## src/rtl/axil_master_arbiter.sv

```systemverilog
// rtl/axil_master_arbiter.sv - round-robin arbiter sharing one AXI4-Lite master among N_REQ requesters
module axil_master_arbiter #(
    parameter int N_REQ   = 4,
    parameter int AW      = 32,
    parameter int DW      = 32,
    parameter int TIMEOUT = 1024
) (
    input  logic                  ACLK,
    input  logic                  ARESET,
    input  logic [N_REQ-1:0]      REQ_VALID,
    input  logic [N_REQ-1:0]      REQ_WRITE,
    input  logic [N_REQ*AW-1:0]   REQ_ADDR,
    input  logic [N_REQ*DW-1:0]   REQ_WDATA,
    input  logic [N_REQ*DW/8-1:0] REQ_WSTRB,
    output logic [N_REQ-1:0]      REQ_READY,
    output logic [N_REQ-1:0]      RSP_VALID,
    output logic [DW-1:0]         RSP_RDATA,
    output logic                  RSP_ERR,
    output logic                  BUSY,
    output logic                  TIMEOUT_ERR,
    output logic [AW-1:0]         M_AXI_AWADDR,
    output logic [2:0]            M_AXI_AWPROT,
    output logic                  M_AXI_AWVALID,
    input  logic                  M_AXI_AWREADY,
    output logic [DW-1:0]         M_AXI_WDATA,
    output logic [DW/8-1:0]       M_AXI_WSTRB,
    output logic                  M_AXI_WVALID,
    input  logic                  M_AXI_WREADY,
    input  logic [1:0]            M_AXI_BRESP,
    input  logic                  M_AXI_BVALID,
    output logic                  M_AXI_BREADY,
    output logic [AW-1:0]         M_AXI_ARADDR,
    output logic [2:0]            M_AXI_ARPROT,
    output logic                  M_AXI_ARVALID,
    input  logic                  M_AXI_ARREADY,
    input  logic [DW-1:0]         M_AXI_RDATA,
    input  logic [1:0]            M_AXI_RRESP,
    input  logic                  M_AXI_RVALID,
    output logic                  M_AXI_RREADY
);

    localparam int SW = DW / 8;
    localparam int GW = $clog2(N_REQ);
    localparam int CW = $clog2(TIMEOUT + 1);

    typedef enum logic [2:0] {IDLE, WR_REQ, WR_RESP, RD_REQ, RD_RESP, DONE} state_t;

    state_t         state, state_next;
    logic [GW-1:0]  last_grant, gnt_idx, gnt_sel;
    logic           gnt_found;
    logic [AW-1:0]  addr_q;
    logic [DW-1:0]  wdata_q;
    logic [SW-1:0]  wstrb_q;
    logic           aw_done, w_done;
    logic [DW-1:0]  cap_rdata, hold_rdata;
    logic           cap_err, hold_err;
    logic [CW-1:0]  wd_cnt;
    logic           timeout_q;
    logic           aw_hs, w_hs, in_wait;
    logic           unused_resp;

    // Search starts one past the last winner so every requester is served within N_REQ grants.
    always_comb begin
        logic [GW-1:0] idx;
        gnt_found = 1'b0;
        gnt_sel   = '0;
        idx       = last_grant;
        for (int k = 0; k < N_REQ; k++) begin
            if (idx == GW'(N_REQ - 1)) idx = '0;
            else                       idx = idx + GW'(1);
            if (!gnt_found && REQ_VALID[idx]) begin
                gnt_found = 1'b1;
                gnt_sel   = idx;
            end
        end
    end

    assign aw_hs       = M_AXI_AWVALID && M_AXI_AWREADY;
    assign w_hs        = M_AXI_WVALID && M_AXI_WREADY;
    assign in_wait     = (state == WR_REQ) || (state == WR_RESP) || (state == RD_REQ) || (state == RD_RESP);
    assign unused_resp = M_AXI_BRESP[0] ^ M_AXI_RRESP[0];

    always_ff @(posedge ACLK) begin
        if (ARESET) state <= IDLE;
        else        state <= state_next;
    end

    always_comb begin
        state_next = state;
        case (state)
            IDLE:    if (gnt_found) state_next = REQ_WRITE[gnt_sel] ? WR_REQ : RD_REQ;
            WR_REQ:  if ((aw_done || aw_hs) && (w_done || w_hs)) state_next = WR_RESP;
            WR_RESP: if (M_AXI_BVALID) state_next = DONE;
            RD_REQ:  if (M_AXI_ARREADY) state_next = RD_RESP;
            RD_RESP: if (M_AXI_RVALID) state_next = DONE;
            DONE:    state_next = IDLE;
            default: state_next = IDLE;
        endcase
    end

    always_comb begin
        M_AXI_AWVALID = (state == WR_REQ) && !aw_done;
        M_AXI_WVALID  = (state == WR_REQ) && !w_done;
        M_AXI_BREADY  = (state == WR_RESP);
        M_AXI_ARVALID = (state == RD_REQ);
        M_AXI_RREADY  = (state == RD_RESP);
        BUSY          = (state != IDLE);
        REQ_READY     = '0;
        if (state == IDLE && gnt_found && !ARESET) REQ_READY = N_REQ'(1) << gnt_sel;
        RSP_VALID     = '0;
        if (state == DONE) RSP_VALID = N_REQ'(1) << gnt_idx;
        // Response fields switch only in DONE and then hold until the next completion.
        RSP_RDATA     = (state == DONE) ? cap_rdata : hold_rdata;
        RSP_ERR       = (state == DONE) ? cap_err : hold_err;
    end

    assign M_AXI_AWADDR = addr_q;
    assign M_AXI_ARADDR = addr_q;
    assign M_AXI_AWPROT = 3'b000;
    assign M_AXI_ARPROT = 3'b000;
    assign M_AXI_WDATA  = wdata_q;
    assign M_AXI_WSTRB  = wstrb_q;
    assign TIMEOUT_ERR  = timeout_q;

    always_ff @(posedge ACLK) begin
        if (ARESET) begin
            last_grant <= GW'(N_REQ - 1);
            gnt_idx    <= '0;
            addr_q     <= '0;
            wdata_q    <= '0;
            wstrb_q    <= '0;
            aw_done    <= 1'b0;
            w_done     <= 1'b0;
            cap_rdata  <= '0;
            cap_err    <= 1'b0;
            hold_rdata <= '0;
            hold_err   <= 1'b0;
            wd_cnt     <= '0;
            timeout_q  <= 1'b0;
        end else begin
            case (state)
                IDLE: if (gnt_found) begin
                    gnt_idx    <= gnt_sel;
                    last_grant <= gnt_sel;
                    aw_done    <= 1'b0;
                    w_done     <= 1'b0;
                    for (int i = 0; i < N_REQ; i++) begin
                        if (gnt_sel == GW'(i)) begin
                            addr_q  <= REQ_ADDR[i*AW +: AW];
                            wdata_q <= REQ_WDATA[i*DW +: DW];
                            wstrb_q <= REQ_WSTRB[i*SW +: SW];
                        end
                    end
                end
                WR_REQ: begin
                    if (aw_hs) aw_done <= 1'b1;
                    if (w_hs)  w_done  <= 1'b1;
                end
                WR_RESP: if (M_AXI_BVALID) begin
                    cap_rdata <= '0;
                    cap_err   <= M_AXI_BRESP[1];
                end
                RD_RESP: if (M_AXI_RVALID) begin
                    cap_rdata <= M_AXI_RDATA;
                    cap_err   <= M_AXI_RRESP[1];
                end
                DONE: begin
                    hold_rdata <= cap_rdata;
                    hold_err   <= cap_err;
                end
                default: ;
            endcase

            // Watchdog only flags a stalled phase; the transaction itself is never abandoned.
            if (state_next != state)           wd_cnt <= '0;
            else if (wd_cnt != CW'(TIMEOUT))   wd_cnt <= wd_cnt + CW'(1);
            if (in_wait && state_next == state && wd_cnt == CW'(TIMEOUT - 1)) timeout_q <= 1'b1;
        end
    end

endmodule

```

## config.mk

```make
export PLATFORM = sky130hd
export DESIGN_NAME = axil_master_arbiter
export DESIGN_NICKNAME = d
export VERILOG_FILES = /design/src/rtl/axil_master_arbiter.sv
export SDC_FILE = /design/constraint.sdc
export NUM_CORES = 1
export LEC_CHECK = 0
export ABC_AREA = 0
export CAP_MARGIN = 20
export CORE_AREA = 2 2 184 186
export CTS_BUF_LIST = sky130_fd_sc_hd__clkbuf_16
export DETAILED_ROUTE_END_ITERATION = 16
export DIE_AREA = 0 0 186 188
export GPL_ROUTABILITY_DRIVEN = 0
export GPL_TIMING_DRIVEN = 1
export PLACE_DENSITY = 0.63
export REMOVE_ABC_BUFFERS = 1
export SETUP_SLACK_MARGIN = 0.3
export SYNTH_ARGS = -nofsm -noshare
export SYNTH_HDL_FRONTEND = slang
export SYNTH_SLANG_ARGS = --single-unit
```

## constraint.sdc

```tcl
create_clock -name ACLK -period 2.75 [get_ports ACLK]
set_input_delay 0.275 -clock ACLK [delete_from_list [all_inputs] [get_ports ACLK]]
set_output_delay 0.275 -clock ACLK [all_outputs]
set_load 0.05 [all_outputs]
```

==> results of run 1 <==
## placed cells by master, fill, tap and decap left out, types with 3 or more instances in the layout
cell type	n
nor3b_1	4
a211oi_1	6
nor3_1	3
o221ai_1	68
a221oi_1	63
nor2_1	25
clkbuf_16	17
conb_1	6
nand2b_1	4
inv_1	68
a21oi_1	41
nand3_1	36
buf_12	14
and3_1	5
buf_4	78
mux2i_1	70
nand3b_1	3
xor2_1	5
bufinv_16	3
inv_8	4
nand2_1	142
and2_1	34
clkdlybuf4s50_1	422
dfxtp_2	4
o21ai_0	3
dfxtp_1	151
inv_6	3
xnor2_1	4
nor2b_1	5
## kinds of logic (layout without fill, tap and decap cells)
logic type / count (synthesis) / count (layout)
AND/OR/NAND/NOR: 281 / 281
other: 1 / 7
adder cells (fa/ha/maj): 3 / 3
XOR/XNOR: 9 / 9
multiplexers: 71 / 71
buffers and inverters: 187 / 618
flip-flops: 155 / 155
AO/OA/AOI/OAI: 207 / 207
## flip-flops by register name, summed over array words and instances, names as in the netlist
name          flops
M_AXI_ARADDR     32
M_AXI_WDATA      32
cap_rdata        32
hold_rdata       32
wd_cnt           11
M_AXI_WSTRB       4
state             3
gnt_idx           2
last_grant        2
TIMEOUT_ERR       1
aw_done           1
cap_err           1
hold_err          1
w_done            1
## where the power goes
part / leakage (nW) / internal [mW] / switching, mW
logic: 4.08 / 3.06 / 5.07
registers: 1.27 / 2.82 / 0.481
clock network: 0.301 / 1.47 / 1.10
## cell type report
class | count | area [sq um] | area share
Timing Repair Buffer | 517 | 5130 | 0.376
Multi-Input combinational cell | 577 | 3950 | 0.289
Sequential cell | 155 | 3110 | 0.228
Tap cell | 448 | 561 | 0.0411
Clock buffer | 17 | 425 | 0.0312
Inverter | 70 | 265 | 0.0194
Clock inverter | 14 | 201 | 0.0148
Antenna cell | 1 | 2.50 | 0.000183
## worst max-delay path by stage
| stage | startpoint | end | slack [ps] | cells past startpoint |
|---|---|---|---|---|
| 2_1_floorplan | state[0]$_SDFF_PP0_ | M_AXI_ARADDR[0]$_SDFFE_PP0P_ | -4230 | 5 |
| 3_3_place_gp | REQ_VALID[3] | M_AXI_WSTRB[2]$_SDFFE_PP0P_ | 230 | 7 |
| 3_5_place_dp | REQ_VALID[3] | M_AXI_WSTRB[2]$_SDFFE_PP0P_ | 200 | 7 |
| 4_1_cts | state[1]$_SDFF_PP0_ | REQ_READY[0] | 150 | 5 |
| 5_1_grt | last_grant[1]$_SDFFE_PP1P_ | REQ_READY[0] | 270 | 6 |
| 6_report | state[1]$_SDFF_PP0_ | REQ_READY[0] | 360 | 5 |
## stage by stage
| stage | util | instances |
|---|---|---|
| 2_1_floorplan | - | 802 |
| 3_3_place_gp | 0.388 | 1764 |
| 3_5_place_dp | 0.389 | 1765 |
| 4_1_cts | 0.409 | 1796 |
| 5_1_grt | 0.412 | 1799 |
| 6_report | 0.412 | 1799 |
## cells in the mapped netlist, types with 2 or more instances
library cell	number	area, sq um
or3_1	3	18.8
o21ai_0	3	15.0
inv_1	69	259
a211oi_1	6	45.0
xnor2_1	4	35.0
clkbuf_1	46	173
nand2b_1	4	25.0
a21oi_1	45	225
nor2b_1	5	31.3
xor2_1	5	43.8
nor3b_1	5	37.5
nor2_1	25	93.8
a221oi_1	63	552
ha_1	3	37.5
a21o_1	3	22.5
o31ai_1	2	15.0
nand4b_1	2	17.5
and3_1	6	37.5
nor4b_1	2	17.5
nor4_1	2	12.5
nor3_1	7	35.0
buf_2	26	130
o221ai_1	68	596
mux2i_1	70	701
buf_4	45	338
o21a_1	2	15.0
and2_1	34	213
dfxtp_1	155	3100
o32ai_1	2	17.5
nand3b_1	3	22.5
nand3_1	38	190
nand2_1	142	533
## tightest hold or removal path, delay by kind of cell
kind,cells,cell delay (ps)
buffers and inverters,2,310
and+or+nand+nor,1,110
## routing by layer
layer / global-route usage / vias to the layer above / share of wire
met3: 0.0670 / 39 / 0.088
met5: 0 / - / 0.0011
li1: - / 4088 / -
met1: 0.207 / 3917 / 0.39
met2: 0.326 / 334 / 0.50
met4: 0.0539 / 6 / 0.017
## repair_timing
item                                    in CTS  in global routing
hold endpoints to repair                     0                  0
gates resized for setup                      9                 16
pin swaps                                    1                  3
setup buffers                                0                  2
endpoints found under the setup margin      45                 36
==> results_dict.tcl, run 1 <==
set metrics [dict create \
    status "completed" \
    timing.critical_path.cells "or3_4, a21o_2, nor4b_4, buf_4, buf_12" \
    number_of_antenna_violations_at_the_first_check_in_global_routing 4 \
    stdcell_area_sq_um 13600 \
    timing.hold.worst.start "ARESET" \
    path_buf_inv 2 \
    synth_area_per_cell_sq_um 8.51 \
    area_fraction_in_compound_gates_after_synthesis 0.209 \
    power_density_cells_nw_per_um2 1030 \
    fin_nets 1664 \
    syn-instance-count 914 \
    cts_tree "yes" \
    mappedNetlistArea_sq_um 7780 \
    synth.yosys.seq_area_share 0.399 \
    placedInstanceArea_sq_um 12900 \
    holdBufCountCts 0 \
    worstHoldPathType "primary input to flop" \
    die_w_microns 186 \
    min_period_over_period 0.869 \
    synth.mux.area_fraction 0.0915 \
    fraction_of_synthesized_cell_area_in_xor_and_xnor_cells 0.0101 \
    floorplan.die.height_microns 188 \
    setup_violations 0 \
    required_ps 2480 \
    p_leak_nw 5.65 \
    max_slew_margin 0.557 \
    period_minus_slack_ps 2390 \
    timing.setup.critical_path_class "flop to output port" \
    max-vdd-ir-drop_uv 732 \
    dp_worst_setup_slack_ps 199 \
    pin_count 477 \
    tritoncts.num_buffers 17 \
    hold_path_end "state[2]$_SDFF_PP0_" \
    layout-area-overhead-vs-synth_pct 75.4 \
    final_hpwl_from_detailed_placement_microns 25300 \
    route.antenna.remaining_nets 0 \
    ctsHtreeMaxLevel 4 \
    io_buffers 468 \
    critical_path_peak_fanout 13 \
    clk_slew_on_worst_s_h_paths_ps 70 \
    finClkSkew_ps 13.9 \
    initial_core_util 0.235 \
    critPathSlowestCell "or3_4" \
    hold_violations 0 \
    numClockSinks 155 \
    fin_setup_tns_ps 0 \
    yosys.area_share.adder 0.00483 \
    via_count 8384 \
    worst_ep_arrival_time_ps 2120 \
    yosysWarningCount 0 \
    post_synth_edffs 0 \
    critPathLaunchType "flop" \
    drc_errors 0 \
    placementRows 67 \
    postSynth.topFlopCell "dfxtp_1" \
    timing.hold.worst_path_depth 3 \
    drt_iter0_markers 428 \
    maxClockFrequency_mhz 418 \
    first_pass_grt_wire_length_microns 49300 \
    grt-ovfl-total 0 \
    critical_register_to_register_path_endpoint "M_AXI_ARADDR[25]$_SDFFE_PP0P_" \
    grt.total_usage 0.185 \
    drt_wl_total_microns 33200 \
    post_route_cells_drive_above_1_share 0.114 \
    worst_max_slew_pin_slew_ps 665 \
    route.detailed.vias_per_inst 4.66 \
    post_synth_and_or_nand_nor_area_fraction 0.168 \
    postSynth.asyncResetShare 0 \
    power.total_mw 14.0 \
    final_max_slew_viol_count 0 \
    clockRootBuffer "clkbuf_16" \
    ff2ff_path_depth 7 \
    floorplan.die_area_sq_um 35000 \
    reg2reg_slack_ps 530 \
    drv_cap 0 \
    drt-pass1-iter-count 5 \
    critPathTopFamily "simple AND/OR/NAND/NOR gates" \
    num-fill-cells 3278 \
    maximum_number_of_pins_on_one_net_before_global_route_repair 59 \
    vias_in_the_first_global_route 8583 \
    worst_hold_slack_ps 324 \
    end_kind "output port" \
    clk_latency_ps 430 \
    core-area_sq_um 33100 \
    cts_max_path_buffers 2 \
    synth_cell_type_count 51 \
    number_of_synthesized_register_bits 155 \
    layout_setup_ws_ps 360 \
    wl_per_cell_microns 18.5 \
    slowest_delay_ps 450 \
    largest_family_of_logic_cells_by_synthesized_area "compound AO/OA/AOI/OAI gates" \
    worstReg2RegStart "last_grant[0]$_SDFFE_PP1P_" \
    rsz0062_at_grt "true" \
]
(Power assumes the default switching activity.)
==> run 2: changes to the inputs <==
- CTS_CLUSTER_DIAMETER: default -> 60
==> results of run 2 <==
Same layout as run 1: the final DEF is identical, and so are final timing and power.
==> run 3: changes to the inputs <==
- CORE_AREA: 2 2 184 186 -> 8 8 180 182
- DIE_AREA: 0 0 186 188 -> 0 0 188 190
- HOLD_SLACK_MARGIN: default -> 0.1
- PLACE_DENSITY: 0.63 -> 0.69
==> run 3 against run 2 <==
Compared with the run above:
- combinational power shrank 2.8%
- fmax grew 2.6%
- clock skew shrank 1.2 ps
- clock power shrank 6%
- critical endpoint unchanged
- largest cell class unchanged
==> results_dict.tcl, run 3 (synthesized netlist as in run 1, its figures left out) <==
set metrics [dict create \
    number_of_antenna_violations_at_the_first_check_in_global_routing 8 \
    cellInternalPower_mw 6.94 \
    timing.setup.critical_path_class "flop to output port" \
    vias_in_the_first_global_route 8869 \
    initial_core_util 0.265 \
    maxClockFrequency_mhz 429 \
    worst_ep_arrival_time_ps 2050 \
    tritoncts.num_buffers 17 \
    numClockSinks 155 \
    rsz0062_at_grt "true" \
    critical_path_peak_fanout 8 \
    final_hpwl_from_detailed_placement_microns 26800 \
    drc_errors 0 \
    drt-pass1-iter-count 5 \
    layout.cells.most_common "clkdlybuf4s50_1" \
    power.share.clock 0.177 \
    placedInstanceArea_sq_um 12600 \
    layout_common_cells "clkdlybuf4s50_1, dfxtp_1, nand2_1, mux2i_1, inv_1" \
    fin_cells 1728 \
    global_route.usage.met3 0.0654 \
    comb_power_share 0.582 \
    first_pass_grt_wire_length_microns 52800 \
    max_slew_margin 0.549 \
    post_route_cells_drive_above_1_share 0.0969 \
    grt_use_met1 0.206 \
    drt_iter0_markers 367 \
    setup_violations 0 \
    min_period_over_period 0.847 \
    maximum_number_of_pins_on_one_net_before_global_route_repair 55 \
    fin_setup_tns_ps 0 \
    placementRows 63 \
    grt_most_used_layer "met2" \
    fin_nets 1644 \
    power_density_cells_nw_per_um2 1020 \
    seqPwrFrac 0.241 \
    switching_pwr_mw 6.66 \
    drv_cap 0 \
    critPathSlowestCell "dfxtp_1" \
    clockRootBuffer "clkbuf_16" \
    floorplan.die.height_microns 190 \
    route.antenna.remaining_nets 0 \
    io_buffers 468 \
    ctsHtreeMaxLevel 4 \
    num-fill-cells 2835 \
    grt.total_usage 0.188 \
    finClkSkew_ps 12.7 \
    clk_latency_ps 430 \
    final_max_slew_viol_count 0 \
    required_ps 2480 \
    pin_count 477 \
    cts_tree "yes" \
    max-vdd-ir-drop_uv 885 \
    wl_per_cell_microns 20.6 \
    place_inst 1687 \
    critPathTopFamily "compound AO/OA/AOI/OAI gates" \
    stdcell_area_sq_um 13400 \
    status "completed" \
    floorplan.die_area_sq_um 35700 \
    holdBufCountCts 0 \
    total_area_of_multi_input_combinational_cells_sq_um 3920 \
    via_count 8438 \
    layout-area-overhead-vs-synth_pct 71.7 \
    route.detailed.vias_per_inst 4.88 \
    critPathLaunchType "flop" \
    grt-ovfl-total 0 \
    timing.critical_path.cells "ha_4, o31a_1, o32ai_2, nor4b_4, buf_4, buf_12" \
    end_kind "output port" \
    core-area_sq_um 29400 \
    p_leak_nw 5.53 \
    path_buf_inv 2 \
    worst_max_slew_pin_slew_ps 674 \
    die_w_microns 188 \
    cts_max_path_buffers 2 \
    drt_wl_total_microns 35600 \
    area.sequential_sq_um 3100 \
    clk_slew_on_worst_s_h_paths_ps 70 \
    slowest_delay_ps 340 \
    worstHoldPathType "primary input to flop" \
    period_minus_slack_ps 2330 \
    hold_violations 0 \
    power.switching_fraction 0.490 \
    met2_usage 0.330 \
]
==> run 3: timing repair <==
| item | CTS | global route |
|---|---|---|
| gates cloned | 0 | 0 |
| buffers inserted | 1 | 0 |
| gates resized for setup | 11 | 9 |
| hold endpoints to repair | 0 | 0 |
| endpoints found under the setup margin | 7 | 29 |
| pin swaps | 1 | 3 |
==> run 3: layout make-up <==
class                      instances  share of cell area
antenna                            7             0.00131
clock buffer                      17              0.0319
clock inverter                    15              0.0122
sequential                       155               0.232
inverter                          70              0.0201
tap                              390              0.0365
timing repair buffer             497               0.372
multi-input combinational        577               0.293
==> run 3: per-stage QoR <==
step | power [mW] | setup WS [ps] | hold slack (ps) | util
after floorplan | 7.92 | -4230 | 344 | -
after global placement | 11.0 | 315 | 438 | 0.429
after detailed placement | 11.1 | 282 | 444 | 0.429
after CTS | 13.6 | 301 | 187 | 0.451
after global routing | 14.2 | 288 | 198 | 0.454
final | 13.6 | 421 | 215 | 0.454
==> run 3: worst paths after layout <==
path	cells after the start	slack (ps)	end	start
min reg2reg	2	450	cap_rdata[18]$_SDFFE_PP0P_	cap_rdata[18]$_SDFFE_PP0P_
min	2	220	cap_rdata[13]$_SDFFE_PP0P_	ARESET
max	6	420	REQ_READY[0]	last_grant[0]$_SDFFE_PP1P_
max reg2reg	7	490	state[1]$_SDFF_PP0_	last_grant[0]$_SDFFE_PP1P_
==> run 3: worst reg2reg max path, cell delays in order, from the launching register on <==
cell	delay, ps
dfxtp_1	380
ha_4	250
o31ai_2	250
a21oi_2	100
buf_4	170
or4b_1	500
a311o_1	360
o311a_1	130
==> run 3: per-layer routing <==
layer,part of all wire,vias to the layer above
met1,0.38,3956
met4,0.026,4
met2,0.51,375
met5,0.00065,-
li1,-,4047
met3,0.082,56
==> run 3: power by group through the flow <==
stage	clock network [mW]	logic (mW)	registers (mW)
after CTS	2.50	7.85	3.27
after global placement	0	7.74	3.30
final	2.41	7.91	3.28
after detailed placement	0	7.78	3.30
after floorplan	0	2.15	5.77
after global routing	2.59	8.26	3.35
